===== config.mk =====
export PLATFORM = sky130hd
export DESIGN_NAME = hello_chk_arbiter
export DESIGN_NICKNAME = d
export VERILOG_FILES = /design/src/rtl/hello_chk_arbiter.sv
export SDC_FILE = /design/constraint.sdc
export NUM_CORES = 1
export LEC_CHECK = 0
export CELL_PAD_IN_SITES_DETAIL_PLACEMENT = 2
export CELL_PAD_IN_SITES_GLOBAL_PLACEMENT = 2
export CORE_MARGIN = 2
export CORE_UTILIZATION = 26
export CTS_CLUSTER_DIAMETER = 30
export CTS_CLUSTER_SIZE = 20
export DETAILED_ROUTE_END_ITERATION = 8
export PLACE_DENSITY = 0.78
export SLEW_MARGIN = 0
export SYNTH_ARGS = -nofsm -noshare
export SYNTH_HDL_FRONTEND = slang
export SYNTH_SLANG_ARGS = --single-unit
export TNS_END_PERCENT = 50

===== constraint.sdc =====
create_clock -name sys_clk -period 4.8 [get_ports sys_clk]
set_input_delay 1.2 -clock sys_clk [delete_from_list [all_inputs] [get_ports sys_clk]]
set_output_delay 1.2 -clock sys_clk [all_outputs]
set_load 0.05 [all_outputs]

===== src/rtl/hello_chk_arbiter.sv =====
// Round-robin, frame-locked arbiter sharing one "hello" checker between N byte sources.
// One owner per frame; the checker is cleared before every frame and matches are attributed to the owner.
module hello_chk_arbiter #(
    parameter int unsigned N_SRC     = 4,
    parameter int unsigned SRC_W     = 2,
    parameter int unsigned TIMEOUT   = 16,
    parameter int unsigned DRAIN_CYC = 3
) (
    input  logic                 sys_clk,
    input  logic                 reset,
    input  logic [8*N_SRC-1:0]   src_data,
    input  logic [N_SRC-1:0]     src_valid,
    input  logic [N_SRC-1:0]     src_last,
    output logic [N_SRC-1:0]     src_ready,
    output logic [7:0]           chk_data,
    output logic                 chk_valid,
    output logic                 chk_reset_n,
    input  logic                 check_ok,
    output logic                 match_valid,
    output logic [SRC_W-1:0]     match_src,
    output logic [SRC_W-1:0]     grant_id,
    output logic                 busy,
    output logic                 timeout_err
);

    localparam int unsigned IDLE_W  = $clog2(TIMEOUT + 1);
    localparam int unsigned DRAIN_W = (DRAIN_CYC > 1) ? $clog2(DRAIN_CYC) : 1;

    typedef enum logic [1:0] {IDLE, CLEAR, GRANT, DRAIN} state_t;

    state_t             state, state_d;
    logic [SRC_W-1:0]   last_owner, last_d, grant_d, pick;
    logic [IDLE_W-1:0]  idle_cnt, idle_d, idle_inc;
    logic [DRAIN_W-1:0] drain_cnt, drain_d;
    logic               check_ok_q, tmo_d, match_d, xfer;
    logic [7:0]         sel_data;
    logic               sel_valid, sel_last;
    int unsigned        d, best_d;

    // Mux the current owner's byte stream
    always_comb begin
        sel_data  = '0;
        sel_valid = 1'b0;
        sel_last  = 1'b0;
        src_ready = '0;
        for (int unsigned i = 0; i < N_SRC; i++) begin
            if (grant_id == SRC_W'(i)) begin
                sel_data     = src_data[8*i +: 8];
                sel_valid    = src_valid[i];
                sel_last     = src_last[i];
                src_ready[i] = (state == GRANT);
            end
        end
    end

    assign xfer     = (state == GRANT) && sel_valid;
    assign idle_inc = idle_cnt + IDLE_W'(1);
    assign match_d  = check_ok && !check_ok_q && ((state == GRANT) || (state == DRAIN));

    // Round-robin pick: nearest valid source after last_owner
    always_comb begin
        pick   = '0;
        best_d = N_SRC;
        d      = 0;
        for (int unsigned i = 0; i < N_SRC; i++) begin
            d = (i + 2 * N_SRC - 32'(last_owner) - 1) % N_SRC;
            if (src_valid[i] && (d < best_d)) begin
                best_d = d;
                pick   = SRC_W'(i);
            end
        end
    end

    // Next-state logic
    always_comb begin
        state_d = state;
        grant_d = grant_id;
        last_d  = last_owner;
        idle_d  = idle_cnt;
        drain_d = drain_cnt;
        tmo_d   = 1'b0;
        case (state)
            IDLE: begin
                if (|src_valid) begin
                    grant_d = pick;
                    state_d = CLEAR;
                end
            end
            CLEAR: begin
                idle_d  = '0;
                state_d = GRANT;
            end
            GRANT: begin
                if (xfer) begin
                    idle_d = '0;
                    if (sel_last) begin
                        state_d = DRAIN;
                        last_d  = grant_id;
                        drain_d = '0;
                    end
                end else if (idle_inc == IDLE_W'(TIMEOUT)) begin
                    tmo_d   = 1'b1;
                    state_d = DRAIN;
                    last_d  = grant_id;
                    drain_d = '0;
                end else begin
                    idle_d = idle_inc;
                end
            end
            DRAIN: begin
                if (drain_cnt == DRAIN_W'(DRAIN_CYC - 1)) begin
                    state_d = IDLE;
                end else begin
                    drain_d = drain_cnt + DRAIN_W'(1);
                end
            end
            default: state_d = IDLE;
        endcase
    end

    // State and registered outputs
    always_ff @(posedge sys_clk) begin
        if (reset) begin
            state       <= IDLE;
            grant_id    <= '0;
            last_owner  <= SRC_W'(N_SRC - 1);
            idle_cnt    <= '0;
            drain_cnt   <= '0;
            check_ok_q  <= 1'b0;
            chk_data    <= '0;
            chk_valid   <= 1'b0;
            chk_reset_n <= 1'b0;
            match_valid <= 1'b0;
            match_src   <= '0;
            busy        <= 1'b0;
            timeout_err <= 1'b0;
        end else begin
            state       <= state_d;
            grant_id    <= grant_d;
            last_owner  <= last_d;
            idle_cnt    <= idle_d;
            drain_cnt   <= drain_d;
            check_ok_q  <= check_ok;
            chk_valid   <= xfer;
            if (xfer) begin
                chk_data <= sel_data;
            end
            chk_reset_n <= (state_d != CLEAR);
            match_valid <= match_d;
            if (match_d) begin
                match_src <= grant_id;
            end
            busy        <= (state_d != IDLE);
            timeout_err <= tmo_d;
        end
    end

endmodule


==> flow_summary.yaml <==
yosys:
  async_flop_share: 0
  synth-edff-count: 0
  syn_nets: 239
  synth.largest_area_cell: "dfxtp_1"
  synth.avg_cell_area_um2: 9.33
  yosysTopAreaCellShare: 0.333
  syn_inst: 187
  yosys_warnings: 0
  synthFlopType: "dfxtp_1"
  ys_seq_elements: 29
  yosysUniqueCellTypes: 41
  yosys-top-cells-area: "dfxtp_1 (33%), mux4_2 (13%), ha_1 (6.5%)"
  syn_area_um2: 1740
  synth-seq-area-share: 0.333
layout:
  area_growth_pct: 45.8
  stdcell_area_um2: 2540
  nets: 303
  final_layout_size_suffix_gt1_frac: 0.0992
  antennaDiodeCount: 0
timing:
  fin_crit_ns: 4.30
  relSlewSlack: 0.487
  finalHoldViolations: 0
  timing.final.crit_share: 0.895
  finalSetupViolCount: 0
  grt_setup_unrepaired: "false"
  whs_ns: 0.468
  max_freq_ghz: 0.233
  tightest_slew_ns: 0.769
  finClkSkew_ns: 0.00702
  fin_tns_setup_ns: 0
  slew_violations: 0
clocking:
  cts-root-buf: "clkbuf_8"
  clock-sinks: 29
  clock_latency_ns: 0.28
  postCtsSetupRepairBufs: 0
  cts_tree: "built"
  clk_pin_slew_ns: 0.07
  cts_buffers: 5
  cts_buffer_depth: 2
  ctsResizeCount: 0
  ctsHoldBuffers: 0
  h-tree-depth: 2
die:
  fp-row-count: 29
  dieWidth_um: 85.9
  die_y_um: 85.9
  pin_count: 64
  dieArea_um2: 7380
  start_util: 0.272
  coreArea_um2: 6420
job:
  maxCapViolations: 0
worst_hold_path:
  holdPathStages: 2
  hp-class: "reg -> reg"
placed_design:
  globalplace.congestion: 0.771
  post_dp_cell_area_um2: 2460
  port_buffers: 63
  place_hpwl_um: 4460
setup_path:
  r2r_cells: 15
  critical_path_class: "in -> reg"
  worstSetupStartpointType: "primary input"
  required_ns: 4.99
  worstPathArrival_ns: 4.49
  critPathCaptureType: "flop"
  cp_max_fo: 4
detailed_routing:
  vias_per_cell: 5.15
  drt_iter0_drc: 47
  final_antenna_net_count: 0
  wirelength_um: 5800
  drc: 0
  vias: 1695
  first_pass_iters: 3
  wl_per_cell_um: 17.6
pwr:
  power_leakage_nw: 0.980
  peakVddDrop_uv: 285
  power_density_nw_per_um2: 472
global_route:
  grt_max_degree: 32
  grt_pass1_wl_um: 9400
  antenna_found_initial: 0
  grt_pass1_vias: 1869
  grt_use_total: 0.164
  grt-ovfl-total: 0
status:
  status: "complete, no violations"
kinds of logic after synthesis:
logic type | Yosys count | synth area share
AOI/OAI and AO/OA | 42 | 0.169
xor gates and xnor gates | 1 | 0.00502
adders and majority gates | 9 | 0.0646
buffers and inverters | 17 | 0.0409
DFF | 29 | 0.333
muxes | 21 | 0.193
and+or+nand+nor | 68 | 0.194
registers in the layout, summed over array words and instances, names as in the netlist:
signal	count
grant_id	2
timeout_err	1
check_ok_q	1
state	2
match_valid	1
idle_cnt	5
chk_data	8
last_owner	2
match_src	2
busy	1
drain_cnt	2
chk_reset_n	1
chk_valid	1
per-stage QoR:
step                cells  power (mW)  setup WS [ns]  utilization
detailed placement    321        1.01          0.222        0.382
floorplan             187       0.803          0.997            -
global placement      321       0.990          0.383        0.382
global route          329        1.29          0.150        0.396
CTS                   329        1.22          0.500        0.396
finish                329        1.20          0.502        0.396
Yosys cell counts, drive strengths merged (4+ instances only):
cell type,count
o31ai,6
inv,7
nor2b,5
and3,4
o21ai,6
mux4,10
nand2,14
ha,9
clkbuf,9
mux2i,10
nand2b,4
nor2,21
a21oi,9
dfxtp,29
a31oi,6
path summary, 6_finish.rpt:
path                               startpoint     endpoint  slack (ns)
worst min-delay path              chk_data[2]  chk_data[2]        0.47
worst max register to register  last_owner[0]  grant_id[0]        1.26
worst max-delay path             src_valid[0]  grant_id[0]        0.50
worst min register to register    chk_data[2]  chk_data[2]        0.47
power by group:
group          internal (mW)  switching (mW)  total, mW
combinational          0.283           0.362      0.645
sequential             0.283          0.0722      0.355
clock                 0.0999          0.0993      0.199
total                  0.666           0.533       1.20
cells in the final DEF (no fill, tap or decap), types with 6 or more instances in the layout:
cell              n
inv_1             7
a21oi_1           9
o21ai_0           6
clkdlybuf4s50_1  63
ha_1              9
nand2_1          14
mux2i_1          10
mux4_2           10
a31oi_1           6
nor2_1           21
dfxtp_1          29
per-layer routing:
layer,share of wire,wire length (um),track usage,vias to the layer above
li1,-,-,-,821
met1,0.41,2390,0.193,841
met3,0.028,164,0.0318,5
met2,0.55,3190,0.303,28
met5,0,0,0,-
met4,0.010,58,0.0433,0
final cells by class:
type / count / area [um2]
clock inverter: 3 / 17.5
timing repair buffer: 67 / 661
multi-input combinational: 141 / 1090
inverter: 7 / 26.3
fill: 702 / 3880
sequential: 29 / 581
tap: 77 / 96.3
clock buffer: 5 / 68.8
worst max-delay path: stages:
cell	delay, ns
clkdlybuf4s50_1	0.48
nand2b_1	0.09
ha_1	0.30
a21oi_1	0.08
o21ai_0	0.24
mux2_2	0.39
ha_1	0.27
o22ai_1	0.07
o21ai_0	0.34
nand2_1	0.11
o21ai_0	0.10
ha_1	0.27
and3_1	0.18
a21o_1	0.18
a211oi_1	0.18
No activity file was read; power rests on OpenSTA's default activity.
